File: src/rtl/debounce_sync.sv
// debounce_sync: conditions a raw asynchronous input for the clk domain.
// A SYNC_STAGES-deep synchroniser feeds a four-state debouncer that accepts
// a new level only after DEBOUNCE_CYCLES consecutive matching samples.
// Outputs are a clean registered level with its registered complement, a busy
// flag while a change is being qualified, and optional one-cycle edge pulses.
// Optional feature macro: DEBOUNCE_EDGE_EN
//   defined   -> rise/fall pulses are generated
//   undefined -> rise/fall are tied to 0; level, complement and busy unchanged
// Parameter constraints: SYNC_STAGES >= 2, DEBOUNCE_CYCLES >= 2, and CNT_W must
// be wide enough to hold DEBOUNCE_CYCLES-1.
module debounce_sync #(
    parameter int SYNC_STAGES     = 2,
    parameter int DEBOUNCE_CYCLES = 4,
    parameter int CNT_W           = 8
) (
    input  logic clk,
    input  logic rst,
    input  logic din,
    output logic dout,
    output logic doutbar,
    output logic rise,
    output logic fall,
    output logic busy
);

    localparam logic [1:0] S_LOW    = 2'd0;
    localparam logic [1:0] S_QUAL_H = 2'd1;
    localparam logic [1:0] S_HIGH   = 2'd2;
    localparam logic [1:0] S_QUAL_L = 2'd3;

    localparam logic [CNT_W-1:0] CNT_MAX = CNT_W'(DEBOUNCE_CYCLES - 1);
    localparam logic [CNT_W-1:0] CNT_ONE = CNT_W'(1);

    logic [SYNC_STAGES-1:0] r_sync;
    logic [1:0]             r_state;
    logic [CNT_W-1:0]       r_cnt;
    logic                   r_dout;
    logic                   r_doutbar;

    logic                   w_s;
    logic [1:0]             w_stateNext;
    logic [CNT_W-1:0]       w_cntNext;
    logic                   w_toHigh;
    logic                   w_toLow;

    assign w_s = r_sync[SYNC_STAGES-1];

    // Shift the raw input through the synchroniser chain to tame metastability.
    always_ff @(posedge clk or posedge rst) begin
        if (rst) begin
            r_sync <= '0;
        end else begin
            r_sync <= {r_sync[SYNC_STAGES-2:0], din};
        end
    end

    // Next-state and counter logic; a reversal during qualification aborts it.
    always_comb begin
        w_stateNext = r_state;
        w_cntNext   = r_cnt;
        w_toHigh    = 1'b0;
        w_toLow     = 1'b0;
        case (r_state)
            S_LOW: begin
                if (w_s) begin
                    w_stateNext = S_QUAL_H;
                    w_cntNext   = CNT_ONE;
                end
            end
            S_QUAL_H: begin
                if (!w_s) begin
                    w_stateNext = S_LOW;
                    w_cntNext   = '0;
                end else if (r_cnt == CNT_MAX) begin
                    w_stateNext = S_HIGH;
                    w_cntNext   = '0;
                    w_toHigh    = 1'b1;
                end else begin
                    w_cntNext   = r_cnt + CNT_ONE;
                end
            end
            S_HIGH: begin
                if (!w_s) begin
                    w_stateNext = S_QUAL_L;
                    w_cntNext   = CNT_ONE;
                end
            end
            S_QUAL_L: begin
                if (w_s) begin
                    w_stateNext = S_HIGH;
                    w_cntNext   = '0;
                end else if (r_cnt == CNT_MAX) begin
                    w_stateNext = S_LOW;
                    w_cntNext   = '0;
                    w_toLow     = 1'b1;
                end else begin
                    w_cntNext   = r_cnt + CNT_ONE;
                end
            end
            default: begin
                w_stateNext = S_LOW;
                w_cntNext   = '0;
            end
        endcase
    end

    // Register state and counter; reset returns to idle-low without a clock.
    always_ff @(posedge clk or posedge rst) begin
        if (rst) begin
            r_state <= S_LOW;
            r_cnt   <= '0;
        end else begin
            r_state <= w_stateNext;
            r_cnt   <= w_cntNext;
        end
    end

    // The clean level and its complement only move when a change is accepted.
    always_ff @(posedge clk or posedge rst) begin
        if (rst) begin
            r_dout    <= 1'b0;
            r_doutbar <= 1'b1;
        end else if (w_toHigh) begin
            r_dout    <= 1'b1;
            r_doutbar <= 1'b0;
        end else if (w_toLow) begin
            r_dout    <= 1'b0;
            r_doutbar <= 1'b1;
        end
    end

`ifdef DEBOUNCE_EDGE_EN
    logic r_rise;
    logic r_fall;

    // Edge pulses are high only on the cycle right after an accepted change.
    always_ff @(posedge clk or posedge rst) begin
        if (rst) begin
            r_rise <= 1'b0;
            r_fall <= 1'b0;
        end else begin
            r_rise <= w_toHigh;
            r_fall <= w_toLow;
        end
    end

    assign rise = r_rise;
    assign fall = r_fall;
`else
    assign rise = 1'b0;
    assign fall = 1'b0;
`endif

    assign dout    = r_dout;
    assign doutbar = r_doutbar;
    assign busy    = (r_state == S_QUAL_H) || (r_state == S_QUAL_L);

endmodule

File: config.mk
export PLATFORM = sky130hd
export DESIGN_NAME = debounce_sync
export DESIGN_NICKNAME = d
export VERILOG_FILES = /design/src/rtl/debounce_sync.sv
export SDC_FILE = /design/constraint.sdc
export NUM_CORES = 1
export LEC_CHECK = 0
export BUFFER_PORTS_ARGS = -buffer_cell sky130_fd_sc_hd__buf_2
export CORE_AREA = 2 2 39 41
export CTS_CLUSTER_SIZE = 30
export DETAILED_ROUTE_END_ITERATION = 7
export DIE_AREA = 0 0 41 43
export PLACE_DENSITY_LB_ADDON = 0.25
export SETUP_SLACK_MARGIN = 0.4
export SLEW_MARGIN = 10
export SYNTH_ARGS = -nofsm -noshare
export SYNTH_HDL_FRONTEND = slang
export SYNTH_SLANG_ARGS = --single-unit
File: constraint.sdc
create_clock -name clk -period 4 [get_ports clk]
set_input_delay 0.8 -clock clk [delete_from_list [all_inputs] [get_ports clk]]
set_output_delay 0.8 -clock clk [all_outputs]
set_load 0.02 [all_outputs]
; Word level (Yosys, flattened, before mapping)
; Cells that the tools add are included.
[word_totals]
word_cells = 41
reg_bits = 14
output_inout_bits = 5
inputBits = 3
[op_classes]
n_mux = 22
n_addsub = 1
reduce_logical = 5
n_eq_ne = 8
[op_table]
columns = op, count
row1 = $mux 8, 5
row2 = $pmux 8 s4, 1
row3 = $mux 2, 6
row4 = $mux 1, 9
row5 = $add 8x1->8 const B, 1
row6 = $eq 8x2->1 const B, 1
row7 = $pmux 2 s4, 1
row8 = $ne 3x3->1 const B, 2
row9 = $eq 2x2->1 const B, 2
row10 = $ne 2x2->1 const B, 2
row11 = $reduce_and 4->1, 1
row12 = $eq 2x1->1 const B, 1
row13 = $logic_not 2->1, 1
row14 = $reduce_and 2->1, 1
row15 = $reduce_bool 2->1, 1
row16 = $logic_or 1x1->1, 1

; Depth between registers and ports, before layout
; Gate-level depths: netlist of the first run.
[logic_depth]
word_depth = 6
mapped_depth = 6
mapped_depth_nobuf = 5

; Worst setup path before layout of the first run
; No wires, ideal clock.
[synth_timing]
path_type = reg2reg
start = reg r_cnt[0]
end = reg with a tool-made name
t_required_ns = 3.872
path_stages_with_launch = 6
slack_ns = 2.443
arrival_time_ns = 1.430
setup_time_ns = 0.128
synth_period_minus_slack_ns = 1.557
path_buffers = 0
path_cell_list = dfrtp_1 > ha_1 > nor4b_4 > a211oi_4 > nor2_1 > mux2_1
[synth_lines]
columns = item, line
row1 = "start, declared", 36  ; logic [CNT_W-1:0] r_cnt;
row2 = "start signal, assigned", 114  ; r_cnt <= w_cntNext;

==> results.toml, run 1 <==
[cts]
clock_tree.buffer_depth = 2
hold_buffers = 0
clk_latency_ns = 0.28
cts.sinks = 14
cts_root_buffer = "clkbuf_4"
cts_buffers = 3
cts_resized = 0
htreeDepth = 1
path_clk_slew_ns = 0.09
post_cts_buffers = 0
cts_tree = "built"

[grt]
grt_pass1_vias = 483
antenna_found_initial = 0
grt_pass1_wl_mm = 2.08
grt.overflow.total = 0
grt_max_degree = 16
grt_use_total_pct = 17.7

[timing]
period_needed_ns = 1.95
max_freq_ghz = 0.514
tns_ns = 0
fin_crit_sh_pct = 48.7
final-max-slew-violation-count = 0
grt_setup_unrepaired = "false"
hold-worst-slack_ns = 0.367
fin_skew_ns = 0.00471
setup_viol = 0
tightest_slew_ns = 0.587
relSlewSlack_pct = 60.8
hold_viol = 0

[die]
start_util_pct = 51.6
die_w_um = 41
coreArea_mm2 = 0.00138
fp.dieArea_mm2 = 0.00176
pin_count = 8
fp-row-count = 14
die_h_um = 43

[synthesis]
avgSynthCellArea_um2 = 10.5
ys_ff_latch = 14
synthesis.area_um2 = 714
ys_types = 30
yosysSeqAreaShare_pct = 49.2
synth_cells = 68
synth_warnings = 0

[drt]
dr.pass1.iters = 4
drt_wl_total_mm = 1.21
via_count = 519
post_drt_wl_per_cell_um = 13.4
drc_errors = 0
vias_per_cell = 5.77
drt_iter0_drc = 10
ant_nets = 0

[placed_design]
dpl.cell_count = 86
dp_hpwl_um = 891
place.port_buffers = 5
post_dp_cell_area_um2 = 733
gp_congestion = 0.752

[min_path]
hold_depth = 0
hold_class = "reg -> reg"

[finish]
stdcell_count = 90
nFillCells = 127
regArea_um2 = 352
drive_gt1_share_pct = 18.9
synthToLayoutAreaGrowth_pct = 7.71
final_nets = 79
multi_input_area_um2 = 322
antennaDiodeCount = 0
finalInstanceArea_um2 = 769

[run_status]
outcome = "complete, no violations"

[critical_path]
cp_data_arrival_time_ns = 2.11
critPathLaunchType = "flip-flop"
crit_path_max_fanout = 15
reg2reg_depth = 5
end_kind = "flip-flop"
critical_path_class = "reg -> reg"
required_ns = 4.16

[power_and_ir_drop]
totalPowerFinal_uw = 480
vdd_drop_max_v = 0.000289
p_per_area_mw_per_mm2 = 624
leakagePower_nw = 0.359

[flow_run]
max-cap-violations = 0
-- logic make-up after synthesis --
group | after synthesis | synth area share [%]
flip-flops | 14 | 49.2
buffers and inverters | 8 | 6.30
other | 1 | 0.525
adder cells (fa/ha/maj) | 1 | 1.75
AO/OA/AOI/OAI | 18 | 19.4
AND/OR/NAND/NOR | 24 | 20.0
multiplexers | 1 | 1.58
XOR/XNOR | 1 | 1.23
-- report_power, final --
group,total (mW),leakage [nW],internal (mW),switching (mW)
logic,0.171,0.158,0.0661,0.105
registers,0.207,0.180,0.171,0.0360
clock network,0.102,0.0210,0.0554,0.0467
-- worst max-delay path, stage by stage (launching register included) --
cell	delay, ns
dfrtp_1	0.42
ha_1	0.24
nor4b_4	0.15
a211oi_4	0.54
nor2_1	0.13
mux2_1	0.34
-- cells in the final DEF, fill, tap and decap left out, types with 2 or more instances in the layout --
master,count
a21oi_1,3
buf_2,5
nand3_1,3
nand2_1,6
a22oi_1,2
dfrtp_1,13
conb_1,2
nor2_1,5
and3_1,3
nand2b_1,2
clkbuf_4,3
a31oi_1,6
inv_1,4
-- layout make-up --
cell class	instances	share of cell area (%)
repair buffers	5	3.25
clock buffers	4	4.72
inverters	4	1.95
flip-flops and latches	14	45.7
multi-input cells	47	41.8
well taps	16	2.60
-- synth_stat cells --
| cell | count | area [um^2] |
|---|---|---|
| nand3_1 | 3 | 15.0 |
| a22oi_1 | 2 | 15.0 |
| xnor2_1 | 1 | 8.76 |
| nor3_2 | 1 | 10.0 |
| mux2_1 | 1 | 11.3 |
| clkbuf_1 | 1 | 3.75 |
| and4_1 | 1 | 8.76 |
| a221o_1 | 1 | 10.0 |
| a22o_1 | 1 | 8.76 |
| o21ba_2 | 1 | 10.0 |
| nand2b_1 | 2 | 12.5 |
| buf_6 | 1 | 11.3 |
| buf_4 | 2 | 15.0 |
| inv_1 | 4 | 15.0 |
| a32o_1 | 1 | 10.0 |
| a211oi_4 | 1 | 20.0 |
| a21o_1 | 1 | 7.51 |
| dfrtp_1 | 13 | 325 |
| and3_1 | 3 | 18.8 |
| o21ai_0 | 1 | 5.00 |
| dfstp_2 | 1 | 26.3 |
| a31oi_1 | 6 | 37.5 |
| nor2_1 | 5 | 18.8 |
| nand2_1 | 6 | 22.5 |
| nor4b_4 | 1 | 23.8 |
| and2_1 | 1 | 6.26 |
| conb_1 | 1 | 3.75 |
| ha_1 | 1 | 12.5 |
| nand4_1 | 1 | 6.26 |
| a21oi_1 | 3 | 15.0 |
-- sequential cells by signal (all words and copies together) (netlist names), named ones only --
| signal | count |
|---|---|
| dout | 1 |
| r_cnt | 8 |
| doutbar | 1 |
| r_state | 1 |
| r_sync | 2 |
-- routing by layer --
layer	vias to the layer above	GRT usage [%]	wire [um]
met1	254	24.2	578
li1	252	-	-
met4	0	8.00	18
met2	11	25.3	573
met5	-	0	0
met3	2	4.71	36
-- metrics by stage --
step / setup WS (ns) / util, %
after global routing: 1.90 / 55.6
final: 2.05 / 55.6
after floorplan: 2.44 / -
after global placement: 2.14 / 53.0
after detailed placement: 2.07 / 53.0
after CTS: 2.05 / 55.6
-- worst paths after layout --
| path | from | endpoint | slack, ns |
|---|---|---|---|
| setup / recovery | r_cnt[0] | flip-flop | 2.05 |
| min in group asynchronous | rst | r_cnt[3] | 0.54 |
| setup reg to reg | r_cnt[0] | flip-flop | 2.05 |
| hold reg to reg | r_sync[0] | r_sync[1] | 0.37 |
| hold / removal | r_sync[0] | r_sync[1] | 0.37 |
| max in group asynchronous | rst | doutbar | 3.10 |
Note: power is estimated with default switching activity, not from simulation.
==> run 2: changes to the inputs <==
--- a/config.mk
+++ b/config.mk
@@ -6,10 +6,10 @@
 export NUM_CORES = 1
 export LEC_CHECK = 0
 export BUFFER_PORTS_ARGS = -buffer_cell sky130_fd_sc_hd__buf_2
-export CORE_AREA = 2 2 39 41
+export CORE_MARGIN = 2
+export CORE_UTILIZATION = 49
 export CTS_CLUSTER_SIZE = 30
 export DETAILED_ROUTE_END_ITERATION = 7
-export DIE_AREA = 0 0 41 43
 export PLACE_DENSITY_LB_ADDON = 0.25
 export SETUP_SLACK_MARGIN = 0.4
 export SLEW_MARGIN = 10
==> constraint.sdc (replaced) <==
create_clock -name clk -period 1.6 [get_ports clk]
set_input_delay 0.32 -clock clk [delete_from_list [all_inputs] [get_ports clk]]
set_output_delay 0.32 -clock clk [all_outputs]
set_load 0.02 [all_outputs]
==> run 2 against run 1 <==
Worst hold slack lost 0.33 ns; wire length up 25%; via count increased by 11%; die area rose by 0.94%; total power rose to 3.2 times the previous value; flip-flop and latch count unchanged; final area rose by 21%; final cell count increased by 14%; sequential share of layout area shrank 8.0 points; setup slack lost 2.0 ns; clock power increased to 2.6 times the previous value; critical path type unchanged; register-to-register slack worse by 2.0 ns.
==> results.toml, run 2 (synthesized netlist as in run 1, its figures left out) <==
[grt]
antenna_found_initial = 0
grt_pass1_vias = 598
grt.overflow.total = 0
grt_max_degree = 15
grt_use_total_pct = 20.1
grt_pass1_wl_mm = 2.63

[cts]
clock_tree.buffer_depth = 2
cts_buffers = 3
cts_root_buffer = "clkbuf_4"
htreeDepth = 1
path_clk_slew_ns = 0.09
cts.sinks = 14
cts_tree = "built"
clk_latency_ns = 0.29

[run_status]
outcome = "complete, no violations"

[die]
coreArea_mm2 = 0.00133
die_w_um = 42.2
die_h_um = 42.2
fp.dieArea_mm2 = 0.00178
pin_count = 8
fp-row-count = 13
start_util_pct = 53.6

[timing]
relSlewSlack_pct = 65.8
tightest_slew_ns = 0.512
hold_viol = 0
period_needed_ns = 1.56
setup_slack_ns = 0.0403
final-max-slew-violation-count = 0
fin_skew_ns = 0.00458
fin_crit_sh_pct = 97.5
setup_viol = 0
grt_setup_unrepaired = "true"
max_freq_ghz = 0.641

[placed_design]
place.port_buffers = 5
pre_cts_slack_ns = 0.0328
dp_hpwl_mm = 1.05
gp_congestion = 0.775

[power_and_ir_drop]
totalPowerFinal_mw = 1.53
p_per_area_mw_per_mm2 = 1640
vdd_drop_max_v = 0.00110
leakagePower_nw = 0.448

[finish]
reg_top3 = "r_cnt (8), r_sync (2)"
largest-register = "r_cnt"
antennaDiodeCount = 0
final_common_cell = "buf_4"
largest_register_ffs = 8
layout_common_cells = "14 x buf_4, 13 x dfrtp_1, 6 x nand2_1, 6 x a31oi_1, 4 x inv_1"
drive_gt1_share_pct = 40.9
synthToLayoutAreaGrowth_pct = 30.6
final_nets = 93

[critical_path]
crit_path_max_fanout = 5
critPathLaunchType = "flip-flop"
cp_data_arrival_time_ns = 1.77
critical_path_class = "reg -> reg"
end_kind = "flip-flop"
required_ns = 1.81

[drt]
vias_per_cell = 5.57
ant_nets = 0
post_drt_wl_per_cell_um = 14.7
dr.pass1.iters = 4
drc_errors = 0
drt_iter0_drc = 11
via_count = 574
drt_wl_total_mm = 1.51

[flow_run]
max-cap-violations = 0

[min_path]
hold_class = "in -> async"
-- run 2: layout make-up --
class	instances	area [um^2]
Clock buffer	4	36.3
Fill cell	99	400
Inverter	4	15.0
Multi-Input combinational cell	47	369
Sequential cell	14	352
Tap cell	15	18.8
Timing Repair Buffer	19	143
-- run 2: through the flow --
step           std cells  TNS (ns)  hold WS (ns)  area (um^2)  util [%]
2_1_floorplan         69         0         0.209          724         -
3_3_place_gp          95         0         0.333          813      61.0
3_5_place_dp          95         0         0.339          813      61.0
4_1_cts              102         0        0.0593          900      67.4
5_1_grt              103   -0.0991         0.113          933      70.0
6_report             103         0        0.0396          933      70.0
-- run 2: layer usage --
layer  global-route usage (%)  vias up  wire, um
li1                         -      280         -
met1                     24.3      280       695
met2                     33.2        9       732
met3                     5.17        5        50
met4                     9.38        0        34
met5                        0        -         0
-- run 2: final timing paths --
kind | start | endpoint | slack [ns] | cells after the start
hold reg to reg | r_sync[0] | r_sync[1] | 0.36 | 0
min in group clk | din | r_sync[0] | 0.13 | 1
setup / recovery | r_cnt[0] | r_cnt[2] | 0.04 | 6
setup reg to reg | r_cnt[0] | r_cnt[2] | 0.04 | 6
max in group asynchronous | rst | doutbar | 1.20 | 2
hold / removal | rst | r_sync[0] | 0.04 | 2
-- run 2: power breakdown --
part           leakage (nW)  switching, mW  total [mW]  internal [mW]
Combinational         0.248          0.368       0.755          0.387
Sequential            0.180         0.0886       0.515          0.427
Clock                0.0210          0.123       0.262          0.139
-- run 2: critical path, cell delays in order, from the launching register on --
cell and delay [ns]:
dfrtp_1 0.42, ha_4 0.18, nor4b_4 0.13, a211oi_4 0.30
buf_4 0.19, nand2b_1 0.06, a31oi_1 0.19
-- run 2: what timing repair did --
| item | in CTS | in global routing |
|---|---|---|
| setup endpoints to repair | 14 | 14 |
| pin swaps | 4 | 2 |
| setup buffers | 3 | 1 |
| gates resized for setup | 7 | 5 |
| hold buffers | 0 | 0 |
==> run 3: changes to the inputs <==
--- a/config.mk
+++ b/config.mk
@@ -5,9 +5,10 @@
 export SDC_FILE = /design/constraint.sdc
 export NUM_CORES = 1
 export LEC_CHECK = 0
+export ABC_AREA = 1
 export BUFFER_PORTS_ARGS = -buffer_cell sky130_fd_sc_hd__buf_2
 export CORE_MARGIN = 2
-export CORE_UTILIZATION = 49
+export CORE_UTILIZATION = 50
 export CTS_CLUSTER_SIZE = 30
 export DETAILED_ROUTE_END_ITERATION = 7
 export PLACE_DENSITY_LB_ADDON = 0.25
==> run 3 against run 2 <==
Combinational power down 26%; sequential power down 5.2%; flip-flop and latch count unchanged; final cell count up 31%; register-to-register slack better by 0.34 ns; highest routed layer unchanged; utilization down 7.7 points; via count up 17%; clock-buffer cell count unchanged; largest power group unchanged; final area up 0.54%.
==> results.toml, run 3 <==
[cts]
cts_root_buffer = "clkbuf_4"
clk_latency_ns = 0.28
htreeDepth = 1
hold_buffers = 0
cts_tree = "built"
cts_buffers = 3
path_clk_slew_ns = 0.08
cts.sinks = 14
clock_tree.buffer_depth = 2

[finish]
reg_top3 = "r_cnt (8), r_sync (2)"
layout_common_cells = "28 x nand2_1, 17 x inv_1, 10 x nor2_1, 10 x dfrtp_1, 9 x nand3_1"
stdcell_count = 135
final_nets = 124
final_common_cell = "nand2_1"
drive_gt1_share_pct = 27.7
nFillCells = 131
antennaDiodeCount = 0
synthToLayoutAreaGrowth_pct = 17.6
largest_register_ffs = 8
finalInstanceArea_um2 = 938
largest-register = "r_cnt"
multi_input_area_um2 = 369
regArea_um2 = 355

[critical_path]
reg2reg_depth = 7
critical_path_class = "reg -> out"
end_kind = "primary output"
cp.buffers_inverters = 1
critPathLaunchType = "flip-flop"
crit_path_max_fanout = 2
slowest_stage = "dfstp_2"
r2r_slack_ns = 0.38
crit_path_max_incr_delay_ns = 0.54
cp_data_arrival_time_ns = 0.93
required_ns = 1.28
cp_cell_sequence = "buf_6"
critPathTopFamily = "flip-flops"
r2r-start = "r_cnt[0]"
r2r-end = "r_cnt[5]"

[synthesis]
synth_edf_count = 0
synth_warnings = 0
synth_top_family_by_area = "simple AND/OR/NAND/NOR gates"
yosysSeqAreaShare_pct = 44.0
synth_cells = 106
yosysMostFrequentCell = "nand2_1"
synth_xor_area_share_pct = 2.19
ys_top_cells_by_count = "29 x nand2_1, 18 x inv_1, 13 x dfrtp_1, 11 x nor2_1, 9 x nand3_1"
avgSynthCellArea_um2 = 7.53
synth.area.top_cells = "dfrtp_1 41%, nand2_1 14%, inv_1 8.5%, nand3_1 5.6%, nor2_1 5.2%"
synthSimpleGateAreaFrac_pct = 30.4
synth_top_area_cell = "dfrtp_1"
ys_types = 20
synth_fa_ha_area_share_pct = 1.57
async_reset_ff_share_pct = 100
synthesis.area_um2 = 798
ys.flop_type = "dfrtp_1"
synthMuxAreaShare_pct = 0
synth_top_cell_area_share_pct = 40.8
synth_compound_area_share_pct = 9.56
ys_ff_latch = 14

[grt]
grt_max_degree = 15
met1_usage_pct = 22.0
grt.overflow.total = 0
top_usage_layer = "met2"
grt_pass1_wl_mm = 2.57
grt.met3_usage_pct = 7.50
grt_pass1_vias = 636
grt_util_met2_pct = 30.6
antenna_found_initial = 0
grt_use_total_pct = 18.5

[drt]
dr.pass1.iters = 4
drc_errors = 0
drt_wl_total_mm = 1.56
drt_iter0_drc = 14
post_drt_wl_per_cell_um = 11.6
via_count = 669
vias_per_cell = 4.96
ant_nets = 0

[timing]
setup_slack_ns = 0.347
max_freq_ghz = 0.798
hold-worst-slack_ns = 0.0673
tns_ns = 0
final-max-slew-violation-count = 0
period_needed_ns = 1.25
fin_skew_ns = 0.00366
hold_viol = 0
setup_viol = 0
tightest_slew_ns = 0.537
fin_crit_sh_pct = 78.3
grt_setup_unrepaired = "true"
relSlewSlack_pct = 64.1

[die]
die_h_um = 44.0
pin_count = 8
fp-row-count = 14
coreArea_mm2 = 0.00151
die_w_um = 44.0
fp.dieArea_mm2 = 0.00193
start_util_pct = 53.0

[placed_design]
dpl.cell_count = 124
post_dp_cell_area_um2 = 821
pre_cts_slack_ns = 0.254
gp_congestion = 0.781
dp_hpwl_mm = 1.07
place.port_buffers = 5

[power_and_ir_drop]
leakagePower_nw = 0.479
vdd_drop_max_v = 0.00115
p_per_area_mw_per_mm2 = 1380

[min_path]
hold_class = "in -> async"

[run_status]
outcome = "complete, no violations"

[flow_run]
max-cap-violations = 0
run 3: cell types whose count changed after synthesis, sizes merged, moves of 3 or more:
cell,change
nand3,+6
nand2,+28
inv,+14
o21ai,+4
o21bai,+3
and3,-3
nor2,+7
a31oi,-6
run 3: routing by layer:
| layer | routed length [um] | share of wire (%) | vias up |
|---|---|---|---|
| li1 | - | - | 344 |
| met5 | 0 | 0 | - |
| met3 | 83 | 5.3 | 4 |
| met4 | 30 | 1.9 | 0 |
| met2 | 788 | 50 | 23 |
| met1 | 658 | 42 | 298 |
run 3: metrics by stage:
stage                     power (mW)  util [%]
after floorplan                0.837         -
after global placement         0.896      54.5
after detailed placement       0.910      54.5
after CTS                       1.25      60.5
after global routing            1.39      62.3
final                           1.29      62.3
run 3: area by class of cell:
| cell class | instances | area share (%) |
|---|---|---|
| clock buffers | 4 | 3.87 |
| flip-flops and latches | 14 | 37.9 |
| repair buffers | 12 | 9.60 |
| inverters | 18 | 7.20 |
| well taps | 16 | 2.13 |
| multi-input cells | 71 | 39.3 |
run 3: worst register-to-register path, delay by kind of cell (launching register included):
family	cells	cell delay, ns
simple gates	5	0.41
flops	1	0.40
buf+inv	1	0.14
fa+ha+maj	1	0.22
run 3: cells by family (layout without fill, tap and decap cells):
group,Yosys count,count (layout)
and+or+nand+nor,55,55
buffers and inverters,22,34
DFF,14,14
AOI/OAI and AO/OA,11,11
xor gates and xnor gates,2,2
adders and majority gates,1,1
other,1,2
run 3: power breakdown:
group	internal, mW	leakage (nW)	switching, mW
clock	0.138	0.0210	0.109
sequential	0.428	0.177	0.0604
combinational	0.233	0.282	0.325
run 3: how the worst max path moves through the flow:
stage	from	end	slack [ns]	cells past startpoint
floorplan	r_cnt[1]	flip-flop	0.40	8
global placement	r_cnt[1]	flip-flop	0.34	8
detailed placement	r_cnt[1]	flip-flop	0.25	8
CTS	doutbar	doutbar	0.34	1
global route	r_cnt[0]	flip-flop	0.28	8
finish	doutbar	doutbar	0.35	1
run 3: what timing repair did:
action / 4_1_cts / 5_1_grt
setup buffers: 5 / 2
endpoints found under the hold margin: 0 / 0
gates resized for setup: 7 / 5
gates cloned: 0 / 0
setup endpoints to repair: 13 / 14
pin swaps: 4 / 6
